**src/rtl/variable_bounds_accumulator.sv**
```systemverilog
`default_nettype none
// ============================================================================
// Module   : variable_bounds_accumulator
// Brief    : Intersects per-clause (+/-)y <= b bounds into one feasible
//            interval per variable frame. Optional VARIABLE_BOUNDS_ACTIVE_COUNT_EN
//            compiles in the active-clause counter.
// Revision : 1.0 - initial release
// ============================================================================
module variable_bounds_accumulator #(
    parameter int MAXIMUM_BIT_WIDTH_OF_COEFFICIENT  = 8,
    parameter int MAXIMUM_BIT_WIDTH_OF_CLAUSE_INDEX = 4
) (
    input  logic                                          in_clk,
    input  logic                                          in_reset_n,
    input  logic                                          in_start,
    input  logic                                          in_clause_valid,
    input  logic signed [MAXIMUM_BIT_WIDTH_OF_COEFFICIENT-1:0] in_bias,
    input  logic                                          in_sign,
    input  logic                                          in_active,
    input  logic                                          in_last,
    output logic signed [MAXIMUM_BIT_WIDTH_OF_COEFFICIENT:0]   out_lower,
    output logic signed [MAXIMUM_BIT_WIDTH_OF_COEFFICIENT:0]   out_upper,
    output logic                                          out_empty,
    output logic                                          out_valid,
    output logic                                          out_busy,
    output logic [MAXIMUM_BIT_WIDTH_OF_CLAUSE_INDEX:0]    out_active_count
);

    localparam int W = MAXIMUM_BIT_WIDTH_OF_COEFFICIENT;
    localparam int N = MAXIMUM_BIT_WIDTH_OF_CLAUSE_INDEX;

    localparam logic signed [W:0] c_lower_init = {2'b11, {(W-1){1'b0}}};
    localparam logic signed [W:0] c_upper_init = {2'b00, {(W-1){1'b1}}};
    localparam logic [N:0]        c_last_idx   = (N+1)'((1 << N) - 1);

    typedef enum logic [1:0] {
        ST_IDLE  = 2'd0,
        ST_ACCUM = 2'd1,
        ST_DONE  = 2'd2
    } state_t;

    state_t              state_q, state_d;
    logic signed [W:0]   lower_q, lower_d;
    logic signed [W:0]   upper_q, upper_d;
    logic [N:0]          clause_cnt_q, clause_cnt_d;

    logic signed [W:0]   w_bias_ext;
    logic signed [W:0]   w_neg_bias;
    logic                w_accept;

    // One extra bit makes the negation of the most negative bias exact.
    assign w_bias_ext = {in_bias[W-1], in_bias};
    assign w_neg_bias = -w_bias_ext;
    assign w_accept   = (state_q == ST_ACCUM) && in_clause_valid && !in_start;

    always_comb begin
        state_d      = state_q;
        lower_d      = lower_q;
        upper_d      = upper_q;
        clause_cnt_d = clause_cnt_q;

        if (in_start) begin
            state_d      = ST_ACCUM;
            lower_d      = c_lower_init;
            upper_d      = c_upper_init;
            clause_cnt_d = '0;
        end else begin
            case (state_q)
                ST_ACCUM: begin
                    if (in_clause_valid) begin
                        clause_cnt_d = clause_cnt_q + (N+1)'(1);
                        if (in_active) begin
                            if (in_sign) begin
                                if (w_bias_ext < upper_q) upper_d = w_bias_ext;
                            end else begin
                                if (w_neg_bias > lower_q) lower_d = w_neg_bias;
                            end
                        end
                        if (in_last || (clause_cnt_q == c_last_idx)) begin
                            state_d = ST_DONE;
                        end
                    end
                end
                ST_DONE: state_d = ST_IDLE;
                default: state_d = ST_IDLE;
            endcase
        end
    end

    always_ff @(posedge in_clk) begin
        if (!in_reset_n) begin
            state_q      <= ST_IDLE;
            lower_q      <= '0;
            upper_q      <= '0;
            clause_cnt_q <= '0;
        end else begin
            state_q      <= state_d;
            lower_q      <= lower_d;
            upper_q      <= upper_d;
            clause_cnt_q <= clause_cnt_d;
        end
    end

`ifdef VARIABLE_BOUNDS_ACTIVE_COUNT_EN
    logic [N:0] active_cnt_q, active_cnt_d;

    always_comb begin
        active_cnt_d = active_cnt_q;
        if (in_start) begin
            active_cnt_d = '0;
        end else if (w_accept && in_active) begin
            active_cnt_d = active_cnt_q + (N+1)'(1);
        end
    end

    always_ff @(posedge in_clk) begin
        if (!in_reset_n) begin
            active_cnt_q <= '0;
        end else begin
            active_cnt_q <= active_cnt_d;
        end
    end

    assign out_active_count = active_cnt_q;
`else
    assign out_active_count = '0;
`endif

    assign out_lower = lower_q;
    assign out_upper = upper_q;
    assign out_empty = (lower_q > upper_q);
    assign out_valid = (state_q == ST_DONE);
    assign out_busy  = (state_q == ST_ACCUM);

endmodule
`default_nettype wire

```
**config.mk**
```make
export PLATFORM = sky130hd
export DESIGN_NAME = variable_bounds_accumulator
export DESIGN_NICKNAME = d
export VERILOG_FILES = /design/src/rtl/variable_bounds_accumulator.sv
export SDC_FILE = /design/constraint.sdc
export NUM_CORES = 1
export LEC_CHECK = 0
export CAP_MARGIN = 20
export CELL_PAD_IN_SITES_DETAIL_PLACEMENT = 1
export CELL_PAD_IN_SITES_GLOBAL_PLACEMENT = 1
export CORE_UTILIZATION = 40
export CTS_CLUSTER_SIZE = 16
export DETAILED_ROUTE_END_ITERATION = 12
export PLACE_DENSITY = 0.95
export SETUP_SLACK_MARGIN = 0.05
export SLEW_MARGIN = 25
export SYNTH_ARGS = -nofsm -noshare
export SYNTH_HDL_FRONTEND = slang
export SYNTH_SLANG_ARGS = --single-unit
```
**constraint.sdc**
```tcl
create_clock -name in_clk -period 5.2 [get_ports in_clk]
set_input_delay 0.52 -clock in_clk [delete_from_list [all_inputs] [get_ports in_clk]]
set_output_delay 0.52 -clock in_clk [all_outputs]
set_load 0.02 [all_outputs]
```
==> results.ini, run 1 <==
[clock_tree]
htree_levels = 1
cts-buffers-inserted = 3
cts_hold_buf = 0
clock_sinks = 24
cts_buffer_depth = 2
cts_root_buf = clkbuf_8
cts_resized = 0
cts_tree = yes
clk_latency_ns = 0.28
cts_setup_buffers = 0
clkTransAtPathRegs_ns = 0.11

[worst_setup_path]
arrival_ns = 3.71
worstRegToRegCells = 8
slowest_stage = clkdlybuf4s50_1
timing.critical_path.mode_cell = nand2_1
crit_path_max_fanout = 16
worstSetupPathType = in2reg
cp.required_ns = 5.39
r2r-end = out_lower[0]
critPathCaptureType = register
r2r_start = out_lower[4]
cpPeakStageDelay_ns = 0.56
r2r_slack_ns = 2.76
start_kind = primary input
crit_chain = clkdlybuf4s50_1 -> nor4_1 -> nand2_1 -> xnor2_1 -> ha_1 -> nand2_1 -> nor3_1 -> a31oi_1 -> o21ai_2 -> nand3_1 -> o31ai_2

[yosys]
synthTopCellsByCount = ha_1, dfxtp_1, inv_1, nand2_1, nor2_1
synth-seq-area-share_pct = 26.46
ys_warn_count = 0
async_reset_ff_share_pct = 0
ys_seq_elements = 24
synthTopCellsByArea = dfxtp_1, ha_1, inv_1
yosys.area.top_type = dfxtp_1
synth_edf_count = 0
postSynthAreaPerCell_um2 = 8.564
synth_most_common_cell = ha_1
yosys.area.top_type_share_pct = 26.46
synth.distinct_cells = 44
ys.flop_type = dfxtp_1
synth_cells = 212
synth_area_um2 = 1815

[global_routing]
antenna_found_initial = 0
track_usage_pct = 23.30
grt_pass1_wl_um = 8970
grt_remaining_overflow = 0
grt_pass1_vias = 1789
grt_max_degree = 17

[layout]
fin_util_pct = 51.38
regArea_um2 = 480.5
multiInputGateArea_um2 = 1184
antenna_cells = 0
fillCellCount = 523
area_growth_pct = 23.23
num-nets-final = 287
drive_above_1_share_pct = 7.819

[timing]
relSlewSlack_pct = 31.46
finalSetupTns_ns = 0
fmax_mhz = 284.7
finalCriticalPeriod_ns = 3.513
rsz0062_at_grt = false
setup_viol = 0
final_max_slew_viol_count = 0
hold_violations = 0
skew_ns = 0.01094
tightest_slew_ns = 1.026
finalCritPeriodShare_pct = 67.55

[placed_design]
port_buffers = 35
gp_congestion = 0.8582
dp_hpwl_um = 3947

[pwr]
vdd_drop_max_v = 0.0001102
power_density_nw_per_um2 = 225.3
total_power_mw = 0.5040
power_leakage_nw = 0.8954

[detailed_routing]
drc = 0
vias_per_cell = 5.844
dr.pass1.iters = 4
via_count = 1724
drtIter0Drc = 80
wl_um = 5464
postRouteAntennaNets = 0
routedWlPerCell_um = 18.52

[hold_path]
whs_path_depth = 2
worstHoldPathType = reg2reg
hold_end = clause_cnt_q[3]
hp-start = clause_cnt_q[3]

[die]
die_y_um = 69.37
die_area_um2 = 4812
coreArea_um2 = 4354
ios = 41
rows = 24
die_w_um = 69.37
start_util_pct = 41.70

[run]
drv_cap = 0

[status]
status = completed

==> stage by stage <==
step	hold slack, ns	area (um2)	setup slack (ns)	cells
final	0.5286	2237	1.687	295
after global routing	0.5564	2237	1.442	295
after CTS	0.5280	2237	1.677	295
after detailed placement	0.5016	2166	1.425	291
after global placement	0.4886	2166	1.727	291
after floorplan	0.4716	1831	2.549	216
==> sequential cells by signal (all words and copies together) (netlist names) <==
register / cells
out_lower: 9
out_upper: 8
clause_cnt_q: 5
state_q: 2
==> worst max-delay path: cells and delay by family <==
| kind | cells | cell delay (ns) |
|---|---|---|
| and+or+nand+nor | 5 | 1.26 |
| xor gates and xnor gates | 1 | 0.19 |
| adders and majority gates | 1 | 0.32 |
| buffers and inverters | 1 | 0.56 |
| AOI/OAI and AO/OA | 3 | 0.86 |
==> how the worst max path moves through the flow <==
stage / startpoint / end / depth (start not counted)
6_report: in_bias[2] / out_lower[0] / 11
5_1_grt: in_bias[2] / out_lower[2] / 11
4_1_cts: in_bias[2] / out_lower[0] / 11
3_5_place_dp: in_bias[5] / out_lower[0] / 11
3_3_place_gp: in_bias[2] / out_lower[0] / 11
2_1_floorplan: in_bias[0] / out_lower[0] / 12
==> kinds of logic after synthesis <==
family	synth area share (%)
muxes	1.723
DFF	26.46
and+or+nand+nor	17.58
other	0.2066
AOI/OAI and AO/OA	21.23
adders and majority gates	19.30
xor gates and xnor gates	4.342
buffers and inverters	9.166
==> area by class of cell <==
class                   instances  share of cell area [%]
multi-input cells             157                   52.91
flip-flops and latches         24                   21.48
repair buffers                 35                   15.66
inverters                      23                   3.859
well taps                      52                   2.908
clock buffers                   3                   1.846
clock inverters                 1                   1.342
==> metal layers <==
layer	up-vias	share of wire, %	track usage [%]
li1	808	-	-
met1	833	43	27.81
met4	0	2.8	6.349
met3	24	4.4	4.070
met2	59	50	42.50
met5	-	0	0
==> power by group <==
group / total (mW) / internal, mW / switching [mW] / leakage (nW)
Combinational: 0.133 / 0.0579 / 0.0749 / 0.663
Clock: 0.174 / 0.103 / 0.0712 / 0.0357
Sequential: 0.197 / 0.190 / 0.00654 / 0.197
Total: 0.504 / 0.351 / 0.153 / 0.895
==> placed cells by master, fill, tap and decap left out, types with 2 or more instances in the layout <==
cell type / count
a21o_1: 2
a21oi_1: 5
a31oi_1: 4
and4_1: 2
clkbuf_8: 3
clkdlybuf4s50_1: 35
conb_1: 5
dfxtp_1: 24
ha_1: 28
inv_1: 23
mux2i_1: 2
nand2_1: 19
nand3_1: 10
nand4_1: 5
nor2_1: 16
nor2b_1: 6
nor3_1: 3
o21a_1: 3
o21ai_0: 10
o311a_2: 7
o31ai_1: 2
xnor2_1: 6
xor2_1: 3
Power figures use the tool's default switching activity.
==> run 2, diff against run 1 <==
- CORE_UTILIZATION: 40 -> 37
- PLACE_DENSITY: 0.95 -> 0.91
- clock period: 5.2 -> 3.6 ns (I/O delays scaled with it)
==> run 2 against run 1 <==
Net effect:
- combinational power rose by 41%
- clock skew fell by 0.0096 ns
- largest power group unchanged
- power is 27% higher
- sequential share of layout area shrank 0.11 points
- largest cell class unchanged
- die area up 7.9%
- worst setup slack lost 1.3 ns
- sequential cell count unchanged
==> results.ini, run 2 (synthesis gave the netlist of run 1 again) <==
[die]
start_util_pct = 38.44
die_area_um2 = 5191
coreArea_um2 = 4723
die_y_um = 72.05
ios = 41
rows = 25
die_w_um = 72.05

[worst_setup_path]
cp.buffers_inverters = 2
cp.required_ns = 3.79
worstRegToRegCells = 8
crit_end = out_lower[1]
worstSetupPathType = in2reg
cp_num_cells = 12
start_kind = primary input
crit_chain = clkdlybuf4s50_1 -> nor4_1 -> and4_1 -> xnor2_1 -> ha_1 -> and4_1 -> o21ai_0 -> o32ai_2 -> o21ai_2 -> buf_4 -> nand3_1 -> o21ai_0
arrival_ns = 3.39
slowest_stage = clkdlybuf4s50_1
cpPeakStageDelay_ns = 0.55
r2r_start = out_upper[5]
worstSetupStartpoint = in_bias[2]
r2r-end = out_upper[0]
crit_path_max_fanout = 12
critPathCaptureType = register
cpLargestDelayFamily = simple AND/OR/NAND/NOR gates
r2r_slack_ns = 1.31

[timing]
relSlewSlack_pct = 37.98
final_max_slew_viol_count = 0
setup_viol = 0
finalSetupTns_ns = 0
skew_ns = 0.001339
rsz0062_at_grt = false
fmax_mhz = 312.1
finalCritPeriodShare_pct = 89.00
hold_violations = 0
tightest_slew_ns = 0.9284
finalCriticalPeriod_ns = 3.204

[run]
drv_cap = 0

[clock_tree]
cts_tree = yes
clock_sinks = 24
cts_setup_buffers = 0
cts_hold_buf = 0
clk_latency_ns = 0.27
htree_levels = 1
clkTransAtPathRegs_ns = 0.09
cts_buffer_depth = 2
cts_resized = 0
cts-buffers-inserted = 3
cts_root_buf = clkbuf_8

[layout]
fillCellCount = 566
fin_util_pct = 47.60
antenna_cells = 0
num-nets-final = 290
final_cell_mix = clkdlybuf4s50_1, ha_1, dfxtp_1, inv_1, nand2_1
final_common_cell = clkdlybuf4s50_1
largest_register_ff_count = 9
drive_above_1_share_pct = 8.571
area_growth_pct = 23.85

[detailed_routing]
drc = 0
wl_um = 4798
postRouteAntennaNets = 0
drtIter0Drc = 58
dr.pass1.iters = 4
vias_per_cell = 5.244
via_count = 1636
routedWlPerCell_um = 15.38

[pwr]
pwr-share-seq_pct = 44.3
power_frac_clock_pct = 26.4
p_sw_share_pct = 31.99
power_leakage_nw = 0.8950
power_frac_comb_pct = 29.3
total_power_mw = 0.6390
switchingPower_mw = 0.2044
vdd_drop_max_v = 0.0001519
power_density_nw_per_um2 = 284.2
internal-power_mw = 0.4346

[global_routing]
track_usage_pct = 20.15
grt_pass1_wl_um = 8231
grt_remaining_overflow = 0
grt_pass1_vias = 1759
grt_max_degree = 16
antenna_found_initial = 0

[placed_design]
gp_congestion = 0.8473
dp_hpwl_um = 3951
port_buffers = 35

[status]
status = completed

[hold_path]
worstHoldPathType = reg2reg
whs_path_depth = 2

-- run 2: cell types whose count changed in the layout (fill, tap and decap cells not counted) --
cell | before | now
buf_4 | 0 | 3
bufinv_16 | 1 | 0
-- run 2: routing by layer --
layer / vias to the layer above / global-route usage (%) / part of all wire (%)
li1: 815 / - / -
met1: 782 / 24.74 / 45
met2: 33 / 37.84 / 51
met3: 6 / 3.194 / 2.8
met4: 0 / 2.614 / 0.79
met5: - / 0 / 0
-- run 2: power by group through the flow --
stage	Combinational, mW	Sequential (mW)	Clock (mW)
final	0.187	0.283	0.169
after global routing	0.206	0.285	0.179
after CTS	0.187	0.283	0.170
after detailed placement	0.186	0.290	0
after global placement	0.178	0.289	0
after floorplan	0.110	0.297	0
-- run 2: per-stage QoR --
stage | instances | hold slack [ns] | area, um2 | setup slack [ns]
floorplan | 216 | 0.4716 | 1831 | 1.109
global placement | 309 | 0.4884 | 2207 | 0.3549
detailed placement | 309 | 0.4991 | 2207 | 0.2086
CTS | 312 | 0.5117 | 2248 | 0.4910
global route | 312 | 0.5457 | 2248 | 0.2223
finish | 312 | 0.5039 | 2248 | 0.3959
-- run 2: worst min-delay path by stage --
stage | end | slack (ns) | startpoint
after floorplan | clause_cnt_q[3] | 0.47 | clause_cnt_q[3]
after global placement | clause_cnt_q[4] | 0.49 | clause_cnt_q[4]
after detailed placement | clause_cnt_q[4] | 0.50 | clause_cnt_q[4]
after CTS | clause_cnt_q[4] | 0.51 | clause_cnt_q[4]
after global routing | clause_cnt_q[4] | 0.55 | clause_cnt_q[4]
final | clause_cnt_q[4] | 0.50 | clause_cnt_q[4]
-- run 2: final cells by class --
class                           instances  area, um2  share of cell area, %
Clock buffer                            3      41.29                  1.836
Inverter                               23      86.33                  3.840
Multi-Input combinational cell        157       1184                  52.64
Timing Repair Buffer                   38      372.9                  16.58
Tap cell                               67      83.83                  3.728
Sequential cell                        24      480.5                  21.37
-- run 2: worst min-delay path: cells and delay by family, from the launching register on --
family / cells / cell delay, ns
AOI/OAI and AO/OA: 1 / 0.05
DFF: 1 / 0.32
and+or+nand+nor: 1 / 0.09
==> run 3, diff against run 2 <==
- SLEW_MARGIN: 25 -> 5
==> results of run 3 <==
The final DEF is identical to that of run 2; final timing and power are the same.
